## src/rtl/gpu_pkg.sv

```systemverilog
`default_nettype none
// ============================================================================
// Module      : gpu_pkg
// Description : Shared definitions for the GPU line rasteriser. Holds the
//               default geometry/colour/stipple widths and the line FSM
//               state encoding.
// Revision    : 1.0 - initial release
// ============================================================================
package gpu_pkg;

    localparam int c_WIDTH_BITS   = 10;
    localparam int c_HEIGHT_BITS  = 9;
    localparam int c_CHANNEL_BITS = 8;
    localparam int c_PAT_BITS     = 16;

    typedef enum logic [1:0] {
        ST_IDLE = 2'd0,
        ST_DRAW = 2'd1,
        ST_DONE = 2'd2
    } line_state_t;

endpackage
`default_nettype wire

```

## src/rtl/gpu_line_raster.sv

```systemverilog
`default_nettype none
// ============================================================================
// Module      : gpu_line_raster
// Description : Bresenham line rasteriser with valid/ready command and pixel
//               interfaces, optional stipple masking and abort.
// Revision    : 1.0 - initial release
//
// Ports
//   clk, n_rst            clock, synchronous active-low reset
//   cmd_valid/cmd_ready   command handshake (ready only while idle)
//   x1,y1,x2,y2           line endpoints
//   r_i,g_i,b_i           line colour
//   stipple_en, pattern   stipple mask, bit 0 applies to the first pixel
//   abort                 cancels the line being drawn
//   px_valid/px_ready     pixel handshake
//   X, Y                  current pixel coordinate
//   r_o,g_o,b_o           colour latched at command acceptance
//   busy                  line in progress
//   done                  one-cycle completion pulse
// ============================================================================
module gpu_line_raster
    import gpu_pkg::*;
#(
    parameter int WIDTH_BITS   = c_WIDTH_BITS,
    parameter int HEIGHT_BITS  = c_HEIGHT_BITS,
    parameter int CHANNEL_BITS = c_CHANNEL_BITS,
    parameter int PAT_BITS     = c_PAT_BITS
) (
    input  logic                    clk,
    input  logic                    n_rst,
    input  logic                    cmd_valid,
    output logic                    cmd_ready,
    input  logic [WIDTH_BITS-1:0]   x1,
    input  logic [WIDTH_BITS-1:0]   x2,
    input  logic [HEIGHT_BITS-1:0]  y1,
    input  logic [HEIGHT_BITS-1:0]  y2,
    input  logic [CHANNEL_BITS-1:0] r_i,
    input  logic [CHANNEL_BITS-1:0] g_i,
    input  logic [CHANNEL_BITS-1:0] b_i,
    input  logic                    stipple_en,
    input  logic [PAT_BITS-1:0]     pattern,
    input  logic                    abort,
    output logic                    px_valid,
    input  logic                    px_ready,
    output logic [WIDTH_BITS-1:0]   X,
    output logic [HEIGHT_BITS-1:0]  Y,
    output logic [CHANNEL_BITS-1:0] r_o,
    output logic [CHANNEL_BITS-1:0] g_o,
    output logic [CHANNEL_BITS-1:0] b_o,
    output logic                    busy,
    output logic                    done
);

    // Two guard bits over the wider axis: one for sign, one so e2 = 2*err
    // never overflows for any legal endpoint pair.
    localparam int c_CW   = ((WIDTH_BITS > HEIGHT_BITS) ? WIDTH_BITS : HEIGHT_BITS) + 2;
    localparam int c_IDXW = (PAT_BITS > 1) ? $clog2(PAT_BITS) : 1;

    line_state_t r_state;
    line_state_t w_state_next;

    logic [WIDTH_BITS-1:0]   r_x2;
    logic [HEIGHT_BITS-1:0]  r_y2;
    logic signed [c_CW-1:0]  r_dx;
    logic signed [c_CW-1:0]  r_dy;
    logic signed [c_CW-1:0]  r_err;
    logic                    r_sx_neg;
    logic                    r_sy_neg;
    logic                    r_stipple;
    logic [PAT_BITS-1:0]     r_pattern;
    logic [c_IDXW-1:0]       r_idx;

    logic signed [c_CW-1:0]  w_x1;
    logic signed [c_CW-1:0]  w_x2;
    logic signed [c_CW-1:0]  w_y1;
    logic signed [c_CW-1:0]  w_y2;
    logic signed [c_CW-1:0]  w_dx_abs;
    logic signed [c_CW-1:0]  w_dy_neg;
    logic signed [c_CW-1:0]  w_e2;
    logic signed [c_CW-1:0]  w_err_next;
    logic                    w_in_draw;
    logic                    w_accept;
    logic                    w_masked;
    logic                    w_consume;
    logic                    w_final;
    logic                    w_step_x;
    logic                    w_step_y;

    // Endpoints zero-extended into the signed error domain.
    assign w_x1 = $signed(c_CW'(x1));
    assign w_x2 = $signed(c_CW'(x2));
    assign w_y1 = $signed(c_CW'(y1));
    assign w_y2 = $signed(c_CW'(y2));

    assign w_dx_abs = (w_x1 < w_x2) ? (w_x2 - w_x1) : (w_x1 - w_x2);
    assign w_dy_neg = (w_y1 < w_y2) ? (w_y1 - w_y2) : (w_y2 - w_y1);

    assign w_in_draw = (r_state == ST_DRAW);
    assign w_accept  = cmd_valid && (r_state == ST_IDLE);
    assign w_masked  = r_stipple && !r_pattern[r_idx];
    // A masked pixel is skipped without waiting on the sink.
    assign w_consume = w_in_draw && (w_masked || px_ready);
    assign w_final   = (X == r_x2) && (Y == r_y2);

    assign w_e2       = r_err <<< 1;
    assign w_step_x   = (w_e2 >= r_dy);
    assign w_step_y   = (w_e2 <= r_dx);
    assign w_err_next = r_err + (w_step_x ? r_dy : '0) + (w_step_y ? r_dx : '0);

    always_ff @(posedge clk) begin
        if (!n_rst) begin
            r_state <= ST_IDLE;
        end else begin
            r_state <= w_state_next;
        end
    end

    always_comb begin
        w_state_next = r_state;
        cmd_ready    = 1'b0;
        busy         = 1'b0;
        done         = 1'b0;
        px_valid     = 1'b0;
        case (r_state)
            ST_IDLE: begin
                cmd_ready = 1'b1;
                if (cmd_valid) begin
                    w_state_next = ST_DRAW;
                end
            end
            ST_DRAW: begin
                busy     = 1'b1;
                px_valid = !w_masked;
                // Abort wins even over a final-pixel handshake: no done pulse.
                if (abort) begin
                    w_state_next = ST_IDLE;
                end else if (w_consume && w_final) begin
                    w_state_next = ST_DONE;
                end
            end
            ST_DONE: begin
                done         = 1'b1;
                w_state_next = ST_IDLE;
            end
            default: begin
                w_state_next = ST_IDLE;
            end
        endcase
    end

    always_ff @(posedge clk) begin
        if (!n_rst) begin
            X         <= '0;
            Y         <= '0;
            r_o       <= '0;
            g_o       <= '0;
            b_o       <= '0;
            r_x2      <= '0;
            r_y2      <= '0;
            r_dx      <= '0;
            r_dy      <= '0;
            r_err     <= '0;
            r_sx_neg  <= 1'b0;
            r_sy_neg  <= 1'b0;
            r_stipple <= 1'b0;
            r_pattern <= '0;
            r_idx     <= '0;
        end else if (w_accept) begin
            X         <= x1;
            Y         <= y1;
            r_o       <= r_i;
            g_o       <= g_i;
            b_o       <= b_i;
            r_x2      <= x2;
            r_y2      <= y2;
            r_dx      <= w_dx_abs;
            r_dy      <= w_dy_neg;
            r_err     <= w_dx_abs + w_dy_neg;
            r_sx_neg  <= !(x1 < x2);
            r_sy_neg  <= !(y1 < y2);
            r_stipple <= stipple_en;
            r_pattern <= pattern;
            r_idx     <= '0;
        end else if (w_consume && !w_final && !abort) begin
            r_err <= w_err_next;
            if (w_step_x) begin
                X <= r_sx_neg ? (X - WIDTH_BITS'(1)) : (X + WIDTH_BITS'(1));
            end
            if (w_step_y) begin
                Y <= r_sy_neg ? (Y - HEIGHT_BITS'(1)) : (Y + HEIGHT_BITS'(1));
            end
            r_idx <= (r_idx == c_IDXW'(PAT_BITS - 1)) ? '0 : (r_idx + c_IDXW'(1));
        end
    end

endmodule
`default_nettype wire

```

## config.mk

```make
export PLATFORM = sky130hd
export DESIGN_NAME = gpu_line_raster
export DESIGN_NICKNAME = d
export VERILOG_FILES = /design/src/rtl/gpu_pkg.sv /design/src/rtl/gpu_line_raster.sv
export SDC_FILE = /design/constraint.sdc
export NUM_CORES = 1
export LEC_CHECK = 0
export ABC_AREA = 0
export CAP_MARGIN = 10
export CORE_MARGIN = 4
export CORE_UTILIZATION = 35
export DETAILED_ROUTE_END_ITERATION = 7
export DONT_BUFFER_PORTS = 1
export PLACE_DENSITY_LB_ADDON = 0.15
export REMOVE_ABC_BUFFERS = 1
export SLEW_MARGIN = 25
export SYNTH_ARGS = -nofsm -noshare
export SYNTH_HDL_FRONTEND = slang
export SYNTH_SLANG_ARGS = --single-unit
```

## constraint.sdc

```tcl
create_clock -name clk -period 10.89 [get_ports clk]
set_input_delay 1.089 -clock clk [delete_from_list [all_inputs] [get_ports clk]]
set_output_delay 1.089 -clock clk [all_outputs]
set_load 0.01 [all_outputs]
```

==> run_results.csv <==
group,metric,value,unit
finish,fillerInstances,2683,
clock_tree,ctsHoldBuffers,0,
worst_hold_path,min-delay-path-class,"reg2reg",
worst_setup_path,worst-path-max-fanout,10,
floorplan,die_y,167,um
clock_tree,post_cts.repair.setup_buffers,0,
finish,utilization,38.8,%
finish,number_of_diodes_added_for_antenna_fixing,0,
floorplan,initial_utilization,35.4,%
route,routedWlPerCell,17.4,um
sta,setup_tns,0,ns
logic_synthesis,synth_warnings,0,
logic_synthesis,top_cells_by_instance_count_after_synthesis,"172 x sky130_fd_sc_hd__nand2_1, 126 x sky130_fd_sc_hd__a21oi_1, 119 x sky130_fd_sc_hd__dfxtp_1, 95 x sky130_fd_sc_hd__ha_1, 89 x sky130_fd_sc_hd__inv_1",
power,peakVddDrop,0.101,mV
route,num_vias,7522,
place,place_congestion,0.889,
sta,rsz0062_at_grt,"false",
sta,tightestPinTransition,0.929,ns
place,portBuffers,0,
clock_tree,tritoncts.num_buffers,17,
worst_setup_path,critical_path.slowest_cell,"sky130_fd_sc_hd__nor2_1",
logic_synthesis,combined_area_of_all_synthesized_cells,8890,um2
finish,fin_nets,1293,
logic_synthesis,synth_top_area_share,26.8,%
global_routing,grt_overflow,0,
sta,maxSlewViolCount,0,
clock_tree,count_of_cells_resized_by_post_cts_repair,0,
power,totalPowerFinal,1.73,mW
global_routing,first_global_vias,7518,
route,number_of_drc_markers_in_iteration_0,394,
clock_tree,cts_tree,"yes",
floorplan,floorplan.core_area,25100,um2
clock_tree,cts_buffer_depth,2,
logic_synthesis,dominantRegCellSynth,"sky130_fd_sc_hd__dfxtp_1",
floorplan,chipWidth,167,um
sta,final-setup-viol-count,0,
floorplan,full_die_area,28000,um2
route,route.final.wire_length,25.1,mm
logic_synthesis,mapped_avg_cell_area,7.90,um2
job,max_cap_viols,0,
logic_synthesis,synth-seq-cells,119,
global_routing,antenna_found_initial,0,
global_routing,grt_first_pass_wirelength,40.6,mm
run_status,run_status,"finished, final reports clean",
clock_tree,cts_root_buffer,"sky130_fd_sc_hd__clkbuf_16",
sta,worst_relative_slew_slack,37.8,%
clock_tree,clock_sink_count,119,
worst_setup_path,worst_setup_path_end_kind,"flop",
sta,highest_clock_rate,196,MHz
logic_synthesis,synth_area_leaders,"sky130_fd_sc_hd__dfxtp_1 27%, sky130_fd_sc_hd__ha_1 13%, sky130_fd_sc_hd__nand2_1 7.3%",
finish,syn_to_final_growth,9.44,%
place,post-place-ws,5.46,ns
logic_synthesis,netlist_instances,1126,
logic_synthesis,synth_cell_types,72,
logic_synthesis,synth_async_sr_flop_share,0,%
sta,final-hold-violation-count,0,
route,post-route-drc-count,0,
logic_synthesis,sequential_area_share_after_synthesis,26.8,%
logic_synthesis,synth_edf_count,0,
finish,post_route_cells_drive_above_1_share,5.86,%
sta,layout_worst_path_cycle_share,46.8,%
sta,hold_slack,0.453,ns
clock_tree,cts.reportedPaths.clkPinSlew,0.07,ns
sta,fin_skew,0.0193,ns
route,pre_repair_dr_iteration_count,5,
worst_setup_path,crit_chain,"inv_1 > ha_1 > nand4_1 > a211oi_1 > or2_2 > mux2i_1 > nor2_1 > nor2_1 > fa_1 > ha_1 > inv_1 > fa_1 > nor2b_1 > o21ai_0 > a21boi_0 > o21ai_0 > a21oi_1 > xor2_1 > nand2_1 > a221oi_1",
sta,min_period,5.10,ns
clock_tree,clock_latency,0.43,ns
worst_setup_path,timing_worst_setup_path_type,"reg2reg",
logic_synthesis,synth_most_common_cell,"sky130_fd_sc_hd__nand2_1",
clock_tree,clock_tree.htree_level_count,4,
power,power_per_cell_area,178,nW/um2
floorplan,io-pin-count,131,
global_routing,global_route.usage.total,17.9,%
global_routing,maximum_number_of_pins_on_one_net_before_global_route_repair,71,
route,residual_antenna_violating_net_count_after_detailed_routing,0,
worst_setup_path,critPathMaxStageDelay,0.68,ns
place,place.detailed.hpwl,18.9,mm
route,post_drt_via_cell_ratio,5.23,
worst_setup_path,timing.critical_path.from_type,"flop",
worst_setup_path,worst_ep_required_time,11.21,ns
power,p_leak,4.18,nW
floorplan,core.rowCount,58,
worst_setup_path,wp_data_arrival,5.42,ns
logic_synthesis,synth_area_leader_cell,"sky130_fd_sc_hd__dfxtp_1",
sta,final.setup.worst_slack,5.79,ns
## kinds of logic (layout without fill, tap and decap cells)
logic type / after synthesis / count (layout) / share of synthesized area [%]
multiplexers: 28 / 28 / 4.02
adder cells (fa/ha/maj): 113 / 113 / 17.4
flip-flops: 119 / 119 / 26.8
AND/OR/NAND/NOR: 366 / 366 / 18.7
AO/OA/AOI/OAI: 293 / 293 / 20.5
buffers and inverters: 143 / 126 / 6.28
XOR/XNOR: 64 / 64 / 6.30
## path summary, 6_finish.rpt
check / end / cells after the start / slack (ns) / from
min: r_pattern[13]$_SDFFE_PN0P_ / 2 / 0.45 / r_pattern[13]$_SDFFE_PN0P_
max: r_err[9]$_SDFFE_PN0P_ / 20 / 5.79 / r_dy[10]$_SDFFE_PN0P_
max reg2reg: r_err[9]$_SDFFE_PN0P_ / 20 / 5.79 / r_dy[10]$_SDFFE_PN0P_
min reg2reg: r_pattern[13]$_SDFFE_PN0P_ / 2 / 0.45 / r_pattern[13]$_SDFFE_PN0P_
## placed cells by master (no fill, tap or decap), types with 18 or more instances in the layout
cell | netlist | routed
sky130_fd_sc_hd__o21ai_0 | 49 | 49
sky130_fd_sc_hd__fa_1 | 18 | 18
sky130_fd_sc_hd__nand2_1 | 172 | 171
sky130_fd_sc_hd__ha_1 | 95 | 95
sky130_fd_sc_hd__xor2_1 | 35 | 35
sky130_fd_sc_hd__nor2_1 | 79 | 79
sky130_fd_sc_hd__nand3_1 | 22 | 22
sky130_fd_sc_hd__inv_1 | 89 | 89
sky130_fd_sc_hd__mux2i_1 | 20 | 20
sky130_fd_sc_hd__dfxtp_1 | 119 | 119
sky130_fd_sc_hd__a21oi_1 | 126 | 126
sky130_fd_sc_hd__xnor2_1 | 29 | 29
sky130_fd_sc_hd__a211oi_1 | 22 | 22
## cell type report
cell class / count / area, um2 / area share [%]
Clock buffer: 17 / 425 / 4.37
Sequential cell: 119 / 2380 / 24.5
Timing Repair Buffer: 4 / 30.0 / 0.309
Clock inverter: 15 / 180 / 1.85
Tap cell: 330 / 413 / 4.24
Multi-Input combinational cell: 864 / 5960 / 61.3
Inverter: 90 / 339 / 3.48
## registers in the layout, summed over array words and instances (netlist names)
signal and count:
r_x2 10, r_dy 10, r_o 8, r_idx 4, g_o 8, r_sy_neg 1
r_stipple 1, r_y2 9, r_sx_neg 1, r_pattern 16, X 10, r_state 2
b_o 8, r_err 11, Y 9, r_dx 11
## per-layer routing
metal | part of all wire (%) | track usage (%)
met3 | 4.6 | 4.01
met1 | 48 | 24.1
met5 | 0 | 0
met2 | 46 | 29.0
met4 | 1.7 | 4.76
## per-stage QoR
step,instances,area (um2)
after floorplan,1073,8670
after global placement,1407,9130
after detailed placement,1407,9130
after CTS,1439,9730
after global routing,1439,9730
final,1439,9730
## report_power, final
part | internal (mW) | switching (mW)
logic | 0.251 | 0.363
registers | 0.475 | 0.0460
clock network | 0.347 | 0.246
total | 1.07 | 0.655
## critical path, delay by kind of cell (launching register included)
| family | cells | cell delay [ns] |
|---|---|---|
| adders and majority gates | 4 | 1.50 |
| and+or+nand+nor | 6 | 1.40 |
| AOI/OAI and AO/OA | 6 | 1.24 |
| DFF | 1 | 0.41 |
| buffers and inverters | 2 | 0.18 |
| xor gates and xnor gates | 1 | 0.16 |
| muxes | 1 | 0.10 |
No activity file was read; power rests on OpenSTA's default activity.
